==> src/rtl/axi_serializer_pkg.sv <==
// Shared types for the word-to-bit AXI-Stream serializer.
package axi_serializer_pkg;

  typedef enum logic {
    StEmpty = 1'b0,
    StShift = 1'b1
  } shift_state_e;

endpackage

==> src/rtl/axi_serializer_if.sv <==
// AXI-Stream bundle for the serializer: WIDTH-bit input stream and 1-bit output stream.
interface axi_serializer_if #(
  parameter int unsigned WIDTH = 32
) ();

  logic [WIDTH-1:0] i_tdata;
  logic             i_tlast;
  logic             i_tvalid;
  logic             i_tready;
  logic             o_tdata;
  logic             o_tlast;
  logic             o_tvalid;
  logic             o_tready;

  modport slave (
    input  i_tdata,
    input  i_tlast,
    input  i_tvalid,
    output i_tready,
    output o_tdata,
    output o_tlast,
    output o_tvalid,
    input  o_tready
  );

  modport master (
    output i_tdata,
    output i_tlast,
    output i_tvalid,
    input  i_tready,
    input  o_tdata,
    input  o_tlast,
    input  o_tvalid,
    output o_tready
  );

endinterface

==> src/rtl/axi_serializer.sv <==
// WIDTH-bit AXI-Stream to 1-bit AXI-Stream serializer, MSB first, with a one-word holding
// register in front of the shifter so consecutive words leave with no bubble between them.
module axi_serializer
  import axi_serializer_pkg::*;
#(
  parameter int unsigned WIDTH = 32
) (
  input  logic             clk,
  input  logic             rst,
  input  logic             clear,
  input  logic             reverse_input,
  axi_serializer_if.slave  bus
);

  localparam int unsigned CNT_W = $clog2(WIDTH);
  localparam logic [CNT_W-1:0] CNT_MAX = CNT_W'(WIDTH - 1);

  logic [WIDTH-1:0] rev_data;
  logic [WIDTH-1:0] cap_data;
  logic [WIDTH-1:0] hold_data_q;
  logic             hold_last_q;
  logic             hold_valid_q;
  logic [WIDTH-1:0] shreg_q;
  logic             shift_last_q;
  logic [CNT_W-1:0] cnt_q;
  shift_state_e     state_q;

  logic shift_valid;
  logic in_hs;
  logic out_hs;
  logic last_bit;
  logic load;

  for (genvar i = 0; i < WIDTH; i++) begin : g_bitrev
    assign rev_data[i] = bus.i_tdata[WIDTH-1-i];
  end

  assign cap_data    = reverse_input ? rev_data : bus.i_tdata;
  assign shift_valid = (state_q == StShift);
  assign in_hs       = bus.i_tvalid & ~hold_valid_q;
  assign out_hs      = shift_valid & bus.o_tready;
  assign last_bit    = (cnt_q == '0);
  // Hold is drained either into an idle shifter or on the final bit of the current word.
  assign load        = hold_valid_q & (~shift_valid | (out_hs & last_bit));

  always_ff @(posedge clk) begin
    if (rst || clear) begin
      hold_data_q  <= '0;
      hold_last_q  <= 1'b0;
      hold_valid_q <= 1'b0;
    end else if (in_hs) begin
      // A fresh capture wins over a concurrent drain.
      hold_data_q  <= cap_data;
      hold_last_q  <= bus.i_tlast;
      hold_valid_q <= 1'b1;
    end else if (load) begin
      hold_valid_q <= 1'b0;
    end
  end

  always_ff @(posedge clk) begin
    if (rst || clear) begin
      state_q      <= StEmpty;
      shreg_q      <= '0;
      shift_last_q <= 1'b0;
      cnt_q        <= CNT_MAX;
    end else begin
      case (state_q)
        StEmpty: begin
          if (hold_valid_q) begin
            shreg_q      <= hold_data_q;
            shift_last_q <= hold_last_q;
            cnt_q        <= CNT_MAX;
            state_q      <= StShift;
          end
        end
        StShift: begin
          if (out_hs) begin
            if (!last_bit) begin
              shreg_q <= {shreg_q[WIDTH-2:0], 1'b0};
              cnt_q   <= cnt_q - CNT_W'(1);
            end else if (hold_valid_q) begin
              shreg_q      <= hold_data_q;
              shift_last_q <= hold_last_q;
              cnt_q        <= CNT_MAX;
            end else begin
              state_q <= StEmpty;
            end
          end
        end
        default: state_q <= StEmpty;
      endcase
    end
  end

  assign bus.i_tready = ~hold_valid_q;
  assign bus.o_tdata  = shreg_q[WIDTH-1];
  assign bus.o_tvalid = shift_valid;
  assign bus.o_tlast  = shift_valid & shift_last_q & last_bit;

endmodule
==> src/flat_wrapper.sv <==
// flat-port wrapper written by rule: the top's interface ports become plain ports
module axi_serializer_flat import axi_serializer_pkg::*;
#(
  parameter int unsigned WIDTH = 32
)
  (clk, rst, clear, reverse_input, bus_i_tdata, bus_i_tlast, bus_i_tvalid, bus_i_tready, bus_o_tdata, bus_o_tlast, bus_o_tvalid, bus_o_tready);
  axi_serializer_if #(.WIDTH(WIDTH)) bus_i ();
  input  logic clk;
  input  logic rst;
  input  logic clear;
  input  logic reverse_input;
  input wire logic [$bits(bus_i.i_tdata)-1:0] bus_i_tdata;
  input wire logic [$bits(bus_i.i_tlast)-1:0] bus_i_tlast;
  input wire logic [$bits(bus_i.i_tvalid)-1:0] bus_i_tvalid;
  output wire logic [$bits(bus_i.i_tready)-1:0] bus_i_tready;
  output wire logic [$bits(bus_i.o_tdata)-1:0] bus_o_tdata;
  output wire logic [$bits(bus_i.o_tlast)-1:0] bus_o_tlast;
  output wire logic [$bits(bus_i.o_tvalid)-1:0] bus_o_tvalid;
  input wire logic [$bits(bus_i.o_tready)-1:0] bus_o_tready;
  assign bus_i.i_tdata = bus_i_tdata;
  assign bus_i.i_tlast = bus_i_tlast;
  assign bus_i.i_tvalid = bus_i_tvalid;
  assign bus_i_tready = bus_i.i_tready;
  assign bus_o_tdata = bus_i.o_tdata;
  assign bus_o_tlast = bus_i.o_tlast;
  assign bus_o_tvalid = bus_i.o_tvalid;
  assign bus_i.o_tready = bus_o_tready;
  axi_serializer #(.WIDTH(WIDTH)) u_core (.clk(clk), .rst(rst), .clear(clear), .reverse_input(reverse_input), .bus(bus_i));
endmodule
==> config.mk <==
export PLATFORM = sky130hd
export DESIGN_NAME = axi_serializer_flat
export DESIGN_NICKNAME = d
export VERILOG_FILES = /design/src/rtl/axi_serializer_pkg.sv /design/src/rtl/axi_serializer_if.sv /design/src/rtl/axi_serializer.sv /design/src/flat_wrapper.sv
export SDC_FILE = /design/constraint.sdc
export NUM_CORES = 1
export LEC_CHECK = 0
export BUFFER_PORTS_ARGS = -buffer_cell sky130_fd_sc_hd__clkbuf_2
export CAP_MARGIN = 20
export CORE_ASPECT_RATIO = 2
export CORE_MARGIN = 1.5
export CORE_UTILIZATION = 55
export DETAILED_ROUTE_END_ITERATION = 8
export PLACE_DENSITY = 0.76
export SLEW_MARGIN = 20
export SYNTH_ARGS = -nofsm -noshare
export SYNTH_HDL_FRONTEND = slang
export SYNTH_SLANG_ARGS = --single-unit
==> constraint.sdc <==
create_clock -name clk -period 2.1 [get_ports clk]
set_clock_uncertainty 0.2 [all_clocks]
set_input_delay 0.105 -clock clk [delete_from_list [all_inputs] [get_ports clk]]
set_output_delay 0.105 -clock clk [all_outputs]
set_load 0.01 [all_outputs]
# After elaboration in Yosys (flattened, before gate mapping)
# Cells that the tools add are included.
# word_totals
regBits	73
latchBits	0
ramBits	0
mem_bits_ro	0
in_bits	39
out_inout_bits	4
memories	0
# op_classes
add_sub_neg	1
mul	0
div	0
order_cmp	0
n_eq_ne	2
n_shift	0
n_mux	19
bitwise_logic	9
reduce_logical	4
# ops
operator	count
32-bit 2-to-1 mux	4
32-bit case mux with 2 select lines	1
5-bit 2-to-1 mux	3
5-bit case mux with 2 select lines	1
1-bit 2-to-1 mux	8
1-bit bitwise AND	6
5-bit zero test	1
5-bit by 1-bit subtractor with 5-bit output, second input constant	1
2-bit != test, second input constant	2
1-bit case mux with 2 select lines	2
1-bit NOT	2
2-bit AND reduction	1
2-bit nonzero test	1
1-bit logical OR	1
1-bit bitwise OR	1

# Logic depth before layout (Yosys ltp)
# Gate-level depths: netlist (run 1).
# logic_depth
word_depth	6
ltp_mapped	7

# Worst setup path before layout (run 1)
# OpenSTA, ideal clock, no wires.
# synth_path
kind	register -> register
from	register u_core.cnt_q[0]
to	register u_core.cnt_q[2]
setup_ps	120
t_arrival_ps	1602
required_time_ps	1780
slack_ps	178
stages_incl_launch_ff	8
n_path_buf	1
period_less_slack_ps	1922
path_cell_list	dfxtp_1 > inv_1 > ha_1 > or4b_4 > buf_6 > a21oi_2 > a211oi_1 > a211o_1
# synth_between
elab_chain_cells	4
word_cells_on_any_way	5
classes_between	add/sub: 1; mux: 3; reduce/logical: 1
# synth_rtl
item	line_no	text
start, declared	axi_serializer.sv:25	logic [CNT_W-1:0] cnt_q;
start signal, assigned	axi_serializer.sv:81	cnt_q <= cnt_q - CNT_W'(1);
5-bit by 1-bit subtractor with 5-bit output / 5-bit zero test (equally long branches)	axi_serializer.sv:81, axi_serializer.sv:42	
5-bit 2-to-1 mux *	axi_serializer.sv:79	if (!last_bit) begin
5-bit 2-to-1 mux *	axi_serializer.sv:78	if (out_hs) begin
5-bit case mux with 2 select lines *	axi_serializer.sv:68	case (state_q)
# Mark *: on every way between the ends. The rest lies on a longest branch, timed or not. The select of a mux whose other input is x is not followed.
# A chain may end at the register's enable or synchronous reset.

# Worst setup path after layout (run 1)
# layout_path
from	register u_core.cnt_q[0]
to	register u_core.cnt_q[0]
# layout_between
elab_chain_cells	4
word_cells_on_any_way	6
classes_between	add/sub: 1; mux: 4; reduce/logical: 1
# layout_rtl
item	line_no
5-bit by 1-bit subtractor with 5-bit output (tied with other cells)	axi_serializer.sv:81
5-bit 2-to-1 mux	axi_serializer.sv:79
5-bit 2-to-1 mux	axi_serializer.sv:78
5-bit case mux with 2 select lines *	axi_serializer.sv:68
# Marked as above.

==> flow_summary.toml, run 1 <==
[cells_and_area]
nFillCells = 464
area_growth_syn_to_layout_pct = 31.9
final_cell_area_sq_um = 4650
drive_gt1_share_pct = 16.0
fin_nets = 503
fin_cells = 554
utilization_pct = 74.3
antenna_cells = 0

[pwr]
p_int_w = 0.00263
p_leak_nw = 1.78
seqPwrFrac_pct = 42.6
switchingPower_w = 0.000762
p_per_area_nw_per_um2 = 729
p_comb_share_pct = 11.3
peakVddDrop_v = 0.000473
power.share.clock_pct = 46.1
switching_share_pct = 22.5

[placement]
dp.cells = 487
hpwl_mm = 5.31
placed_cell_area_sq_um = 3820
io_buffers = 42
gp_congestion = 0.931

[clocking]
cts.clk_slew.worst_paths_ns = 0.06
clkSinkCount = 73
clockBufferDepth = 2
numCtsBuffers = 9
cts_setup_buffers = 0
htreeDepth = 3
clk_latency_ns = 0.33
root_buffer = "clkbuf_16"
cts_tree = "done"

[critical_path]
critPathSlowestCell = "or4b_4"
cp-start-kind = "register"
end_kind = "register"
crit_chain = "inv_1 > ha_2 > or4b_4 > buf_12 > nand3_1 > a21oi_1 > o21ai_0"
max_stage_delay_ns = 0.50
path_max_fanout = 32
worst-setup-path-type = "register to register"
cp_data_required_time_ns = 2.15
crit_buf_inv = 2
cp_top_family = "simple AND/OR/NAND/NOR gates"
crit_arrival_ns = 2.07

[drt]
wire_per_inst_um = 16.7
drt-initial-drc-count = 174
drc = 0
post_drt_via_cell_ratio = 5.90
ant_nets = 0
drt-total-wl_mm = 9.25
drt_pass1_iterations = 4
vias = 3267

[status]
status = "completed"

[yosys]
synth_top_family_by_area = "compound AO/OA/AOI/OAI gates"
synthFlopType = "dfxtp_1"
synth_compound_area_share_pct = 21.2
yosys_warnings = 0
async_flop_share_pct = 0
synth_commonest_cells = "73 x dfxtp_1, 64 x mux2i_1, 38 x nor2_1"
synthDistinctLibCells = 33
synthCells = 385
ys_seq_area_share_pct = 41.4
synth_nets = 425
synth_enable_flop_cells = 0
synth_top_area_cell = "dfxtp_1"
muxShareOfSynthArea_pct = 18.2
synth_xor_area_share_pct = 0
synth_fa_ha_area_share_pct = 0.355
netlist_area_sq_um = 3530
yosysMostFrequentCell = "dfxtp_1"
synth_top_area_share_pct = 41.4
synthSimpleGateAreaFrac_pct = 13.4
ys_top_cells_by_area = "dfxtp_1 41%, mux2i_1 18%, a211oi_1 7.0%"
syn-mean-instance-area_sq_um = 9.16
synth-seq-cells = 73

[floorplan]
die_area_sq_um = 6930
fp.dieW_um = 59.6
die_h_um = 116
start_util_pct = 56.4
ioPinCount = 43
coreArea_sq_um = 6260
row_count = 41

[sta]
period_share_pct = 96.1
maxSlewHeadroom_pct = 45.5
setup_violations = 0
drv_slew = 0
max_freq_mhz = 495
hold_viol_final = 0
min_period_ns = 2.02
tightest_slew_ns = 0.818
rsz0062_at_grt = "true"

[run]
maxCapViolCount = 0

[grt]
antenna_found_initial = 0
grt_max_degree = 53
grt_pass1_vias = 3186
track_usage_pct = 28.0
grt_pass1_wl_mm = 14.7
gr-total-overflow = 0

[min_path]
hold_class = "primary input to register"
## final timing paths
kind                                   from                             endpoint  slack [ns]  depth (start not counted)
max            u_core.cnt_q[0]$_SDFFE_PP1N_         u_core.cnt_q[0]$_SDFFE_PP1N_        0.08                          7
min                            bus_i_tvalid  u_core.hold_data_q[30]$_SDFFE_PP0P_        0.02                          4
max reg2reg    u_core.cnt_q[0]$_SDFFE_PP1N_         u_core.cnt_q[0]$_SDFFE_PP1N_        0.08                          7
min reg2reg  u_core.shreg_q[0]$_SDFFE_PP0N_       u_core.shreg_q[0]$_SDFFE_PP0N_        0.27                          2
## metal layers
metal	wire length, um	GRT usage (%)	vias to the layer above
met1	3650	30.8	1585
met4	179	10.8	0
met3	339	6.98	17
li1	-	-	1583
met5	0	0	-
met2	5080	50.2	82
## flip-flops by register name (all words and copies together) (netlist names)
name and count:
u_core.shift_last_q 1, u_core.cnt_q 5, u_core.hold_valid_q 1, u_core.hold_last_q 1
u_core.shreg_q 32, u_core.bus.o_tvalid 1, u_core.hold_data_q 32
## power groups by stage
stage,logic (W),clock network (W),registers [W]
2_1_floorplan,0.000191,0,0.00146
3_3_place_gp,0.000279,0,0.00147
3_5_place_dp,0.000285,0,0.00147
4_1_cts,0.000369,0.00159,0.00144
5_1_grt,0.000412,0.00165,0.00144
6_report,0.000384,0.00156,0.00144
## worst reg2reg max path: stages (launching register included)
cell	delay [ns]
dfxtp_1	0.35
inv_1	0.10
ha_2	0.22
or4b_4	0.50
buf_12	0.19
nand3_1	0.14
a21oi_1	0.09
o21ai_0	0.14
## cells by family after synthesis
group | after synthesis
and+or+nand+nor | 92
muxes | 64
buffers and inverters | 43
AOI/OAI and AO/OA | 112
adders and majority gates | 1
DFF | 73
## cell usage in the layout (no fill, tap or decap), types with 2 or more instances in the layout
master	n
dfxtp_1	72
clkbuf_1	2
o22ai_1	32
o21ai_0	3
buf_12	4
nand3_1	5
mux2i_1	64
clkbuf_2	42
nor2b_1	31
a211oi_1	33
nand2b_1	2
buf_4	8
nor2_1	38
clkbuf_16	9
inv_1	5
clkbuf_8	3
a21oi_1	6
dlygate4sd3_1	51
nand2_1	8
a31oi_1	31
## final cells by class
type	instances	area, sq um	area share, %
clock inverter	2	35.0	0.753
multi-input combinational	269	1890	40.7
timing repair buffer	105	861	18.5
tap	86	108	2.31
clock buffer	14	274	5.89
sequential	73	1460	31.5
inverter	5	18.8	0.404
## repair_timing
item,CTS,global route
hold buffers,50,1
endpoints found under the hold margin,36,1
setup endpoints to repair,0,34
resized for setup,0,2
## per-stage QoR
| stage | setup slack [ns] | setup TNS (ns) | hold slack [ns] | power, W |
|---|---|---|---|---|
| floorplan | 0.178 | 0 | 0.0522 | 0.00165 |
| global placement | 0.207 | 0 | 0.146 | 0.00175 |
| global route | -0.0153 | -0.0162 | 0.0360 | 0.00351 |
| CTS | 0.0298 | 0 | 0.00874 | 0.00340 |
| detailed placement | 0.105 | 0 | 0.172 | 0.00176 |
| finish | 0.0818 | 0 | 0.0180 | 0.00339 |
Note: power is estimated with default switching activity, not from simulation.
==> inputs of run 2 (changes only) <==
==> constraint.sdc (replaced) <==
create_clock -name clk -period 2.3 [get_ports clk]
set_clock_uncertainty 0.2 [all_clocks]
set_input_delay 0.115 -clock clk [delete_from_list [all_inputs] [get_ports clk]]
set_output_delay 0.115 -clock clk [all_outputs]
set_load 0.01 [all_outputs]
==> run 2 against run 1 <==
  * Sequential power shrank 8%
  * First-iteration DRC count grew 9.2%
  * Via count grew 0.37%
  * Critical path type is now register to output port
  * Critical endpoint is now bus_o_tlast
==> flow_summary.toml, run 2 (synthesis gave the netlist of run 1 again) <==
[cells_and_area]
largestRegisters = "u_core.hold_data_q (32), u_core.shreg_q (32), u_core.cnt_q (5)"
drive_gt1_share_pct = 16.1
nFillCells = 472
final_common_cell = "dfxtp_1"
antenna_cells = 0
fin_nets = 502
layout_common_cells = "72 x dfxtp_1, 64 x mux2i_1, 50 x dlygate4sd3_1, 42 x clkbuf_2, 38 x nor2_1"
fin_cells = 553
area_growth_syn_to_layout_pct = 30.1

[min_path]
hold_class = "primary input to register"
holdPathStages = 3

[clocking]
cts_setup_buffers = 0
clk_latency_ns = 0.33
cts.clk_slew.worst_paths_ns = 0.05
clockBufferDepth = 2
htreeDepth = 3
cts_tree = "done"
numCtsBuffers = 9
root_buffer = "clkbuf_16"
clkSinkCount = 73

[floorplan]
die_area_sq_um = 6930
fp.dieW_um = 59.6
coreArea_sq_um = 6260
ioPinCount = 43
die_h_um = 116
row_count = 41
start_util_pct = 56.4

[pwr]
p_per_area_nw_per_um2 = 656
finalPower_w = 0.00301
peakVddDrop_v = 0.000537
p_leak_nw = 1.74

[grt]
grt_max_degree = 67
gr-total-overflow = 0
track_usage_pct = 28.2
antenna_found_initial = 0
grt_pass1_wl_mm = 14.8
grt_pass1_vias = 3241

[drt]
drt-initial-drc-count = 190
vias = 3279
post_drt_via_cell_ratio = 5.93
drt_pass1_iterations = 4
drt-total-wl_mm = 9.37
wire_per_inst_um = 16.9
drc = 0
ant_nets = 0

[placement]
hpwl_mm = 5.27
io_buffers = 42
gp_congestion = 0.887
dp.cells = 487

[sta]
rsz0062_at_grt = "false"
period_share_pct = 92.0
tightest_slew_ns = 0.789
hold_viol_final = 0
drv_slew = 0
tns_ns = 0
setup_violations = 0
min_period_ns = 2.12
max_freq_mhz = 473
maxSlewHeadroom_pct = 47.4

[critical_path]
crit_chain = "inv_1 > ha_1 > nor4b_2 > buf_4 > and3_1 > clkbuf_2"
crit_arrival_ns = 1.80
end_kind = "output port"
critPathSlowestCell = "nor4b_2"
path_max_fanout = 5
crit_buf_inv = 3
cp-start-kind = "register"
worst-setup-path-type = "register to output port"
max_stage_delay_ns = 0.34
cp.depth = 6
cp_data_required_time_ns = 1.99
reg2reg_setup_slack_ns = 0.21
cp_top_family = "simple AND/OR/NAND/NOR gates"
reg2regPathDepth = 6

[status]
status = "completed"

[run]
maxCapViolCount = 0
==> run 2: worst register-to-register path: stages, from the launching register on <==
cell and delay (ns):
dfxtp_1 0.33, inv_1 0.08, ha_1 0.23, or4b_4 0.50
buf_4 0.26, a31oi_1 0.28, o22ai_1 0.10
==> run 2: path summary, 6_finish.rpt <==
| kind | from | end |
|---|---|---|
| hold / removal | bus_i_tdata[17] | u_core.hold_data_q[17]$_SDFFE_PP0P_ |
| hold reg to reg | u_core.shreg_q[0]$_SDFFE_PP0N_ | u_core.shreg_q[0]$_SDFFE_PP0N_ |
| setup reg to reg | u_core.cnt_q[0]$_SDFFE_PP1N_ | u_core.shreg_q[24]$_SDFFE_PP0N_ |
| setup / recovery | u_core.cnt_q[0]$_SDFFE_PP1N_ | bus_o_tlast |
==> run 2: timing repair <==
item | CTS | global route
hold buffers | 50 | 0
gates resized for setup | 0 | 0
hold endpoints to repair | 36 | 0
==> run 2: stage by stage <==
stage	utilization, %	hold WS (ns)	area (sq um)	worst slack (ns)
floorplan	-	0.0622	3530	0.378
global placement	60.6	0.157	3790	0.356
finish	73.3	0.0147	4590	0.184
global route	73.3	0.0333	4590	0.0890
CTS	73.3	0.00258	4590	0.183
detailed placement	60.6	0.170	3790	0.289
==> run 2: routing by layer <==
| layer | vias to the layer above | track usage (%) | part of all wire (%) |
|---|---|---|---|
| met5 | - | 0 | 0 |
| met4 | 0 | 13.6 | 3.3 |
| met3 | 28 | 6.31 | 3.1 |
| met2 | 84 | 51.1 | 56 |
| met1 | 1585 | 29.6 | 38 |
| li1 | 1582 | - | - |
==> run 2: power breakdown <==
group	leakage (nW)	internal, W	switching, W	total (W)
combinational	1.00	0.000172	0.000167	0.000338
clock	0.149	0.000844	0.000507	0.00135
sequential	0.593	0.00130	0.0000265	0.00132
==> run 2: area by class of cell <==
cell class / count / area, sq um / area share [%]
Inverter: 5 / 18.8 / 0.409
Sequential cell: 73 / 1460 / 31.9
Clock inverter: 2 / 10.0 / 0.218
Tap cell: 86 / 108 / 2.34
Timing Repair Buffer: 104 / 826 / 18.0
Multi-Input combinational cell: 269 / 1880 / 41.0
Clock buffer: 14 / 284 / 6.19
==> inputs of run 3 (changes only) <==
--- a/config.mk
+++ b/config.mk
@@ -12,6 +12,7 @@
 export CORE_UTILIZATION = 55
 export DETAILED_ROUTE_END_ITERATION = 8
 export PLACE_DENSITY = 0.76
+export RECOVER_POWER = 50
 export SLEW_MARGIN = 20
 export SYNTH_ARGS = -nofsm -noshare
 export SYNTH_HDL_FRONTEND = slang
==> run 3 against run 2 <==
  * Worst setup slack barely moved
  * Flip-flop and latch count did not move
  * Power barely moved
  * Fmax barely moved
  * Largest power group unchanged
==> flow_summary.toml, run 3 (synthesis gave the netlist of run 1 again) <==
[cells_and_area]
final_common_cell = "dfxtp_1"
nFillCells = 475
multi_input_area_sq_um = 1880
seqCellArea_sq_um = 1460
antenna_cells = 0
drive_gt1_share_pct = 15.2
fin_cells = 553
layout_common_cells = "73 x dfxtp_1, 64 x mux2i_1, 50 x dlygate4sd3_1, 40 x clkbuf_2, 38 x nor2_1"
largestRegisters = "u_core.hold_data_q (32), u_core.shreg_q (32), u_core.cnt_q (5)"
fin_nets = 502
area_growth_syn_to_layout_pct = 30.0

[clocking]
cts_tree = "done"
clockBufferDepth = 2
numCtsBuffers = 9
clkSinkCount = 73
cts.clk_slew.worst_paths_ns = 0.05
postCtsHoldBufs = 50
cts_resized = 0
clk_latency_ns = 0.33
root_buffer = "clkbuf_16"
htreeDepth = 3
cts_setup_buffers = 0

[drt]
wl_met1_mm = 3.55
drt-initial-drc-count = 190
drt-total-wl_mm = 9.37
wire_per_inst_um = 16.9
drc = 0
vias = 3279
post_drt_via_cell_ratio = 5.93
drt_pass1_iterations = 4
wl_met3_um = 296
route.top_layer_used = "met4"
ant_nets = 0
wl_met2_mm = 5.21

[grt]
antenna_found_initial = 0
gr-total-overflow = 0
grt_max_degree = 67
grt_pass1_vias = 3241
grt_pass1_wl_mm = 14.8
track_usage_pct = 28.2

[pwr]
peakVddDrop_v = 0.000538
p_per_area_nw_per_um2 = 657
p_leak_nw = 1.74

[sta]
maxSlewHeadroom_pct = 4.63
setup_violations = 0
max_freq_mhz = 473
rsz0062_at_grt = "false"
tns_ns = 0
tightest_slew_ns = 1.43
min_period_ns = 2.12
period_share_pct = 92.0
drv_slew = 0
holdWs_ns = 0.0147
hold_viol_final = 0

[status]
status = "completed"

[floorplan]
fp.dieW_um = 59.6
die_h_um = 116
ioPinCount = 43
row_count = 41
coreArea_sq_um = 6260
start_util_pct = 56.4
die_area_sq_um = 6930

[run]
maxCapViolCount = 0

[critical_path]
worst-setup-path-type = "register to output port"
cp_data_required_time_ns = 1.99
cp-start-kind = "register"
end_kind = "output port"
path_max_fanout = 5
reg2regPathDepth = 6
crit_arrival_ns = 1.80

[placement]
dp.cells = 487
gp_congestion = 0.887
hpwl_mm = 5.27
io_buffers = 42

[min_path]
hold_class = "primary input to register"
holdPathStages = 3
run 3: cell counts in the layout (fill, tap and decap cells not counted):
No cell type changed its count.
run 3: report_power, final:
| part | switching (W) | internal, W |
|---|---|---|
| clock | 0.000507 | 0.000844 |
| sequential | 0.0000265 | 0.00130 |
| combinational | 0.000167 | 0.000172 |
run 3: cell type report:
type | instances | area share (%)
Sequential cell | 73 | 31.9
Tap cell | 86 | 2.35
Clock inverter | 2 | 0.218
Timing Repair Buffer | 104 | 18.0
Clock buffer | 14 | 6.19
Inverter | 5 | 0.409
Multi-Input combinational cell | 269 | 41.0
run 3: final timing paths:
check,start,to,slack [ns]
min reg2reg,u_core.shreg_q[0]$_SDFFE_PP0N_,u_core.shreg_q[0]$_SDFFE_PP0N_,0.25
min,bus_i_tdata[17],u_core.hold_data_q[17]$_SDFFE_PP0P_,0.01
max,u_core.cnt_q[0]$_SDFFE_PP1N_,bus_o_tlast,0.18
max reg2reg,u_core.cnt_q[0]$_SDFFE_PP1N_,u_core.shreg_q[24]$_SDFFE_PP0N_,0.21
run 3: metrics by stage:
| stage | area, sq um | utilization, % | setup slack [ns] | power, W |
|---|---|---|---|---|
| after CTS | 4590 | 73.3 | 0.183 | 0.00302 |
| after global placement | 3790 | 60.6 | 0.356 | 0.00159 |
| final | 4590 | 73.3 | 0.184 | 0.00301 |
| after detailed placement | 3790 | 60.6 | 0.289 | 0.00160 |
| after floorplan | 3530 | - | 0.378 | 0.00151 |
| after global routing | 4590 | 73.3 | 0.0890 | 0.00310 |
run 3: critical path: stages, from the launching register on:
cell and delay (ns):
dfxtp_1 0.33, inv_1 0.08, ha_1 0.23, nor4b_2 0.34
buf_4 0.19, and3_1 0.16, clkbuf_2 0.13
run 3: layer usage:
metal	vias to the layer above	GRT usage, %
met3	28	6.31
met4	0	13.6
met5	-	0
met2	84	51.1
met1	1585	29.6
li1	1582	-
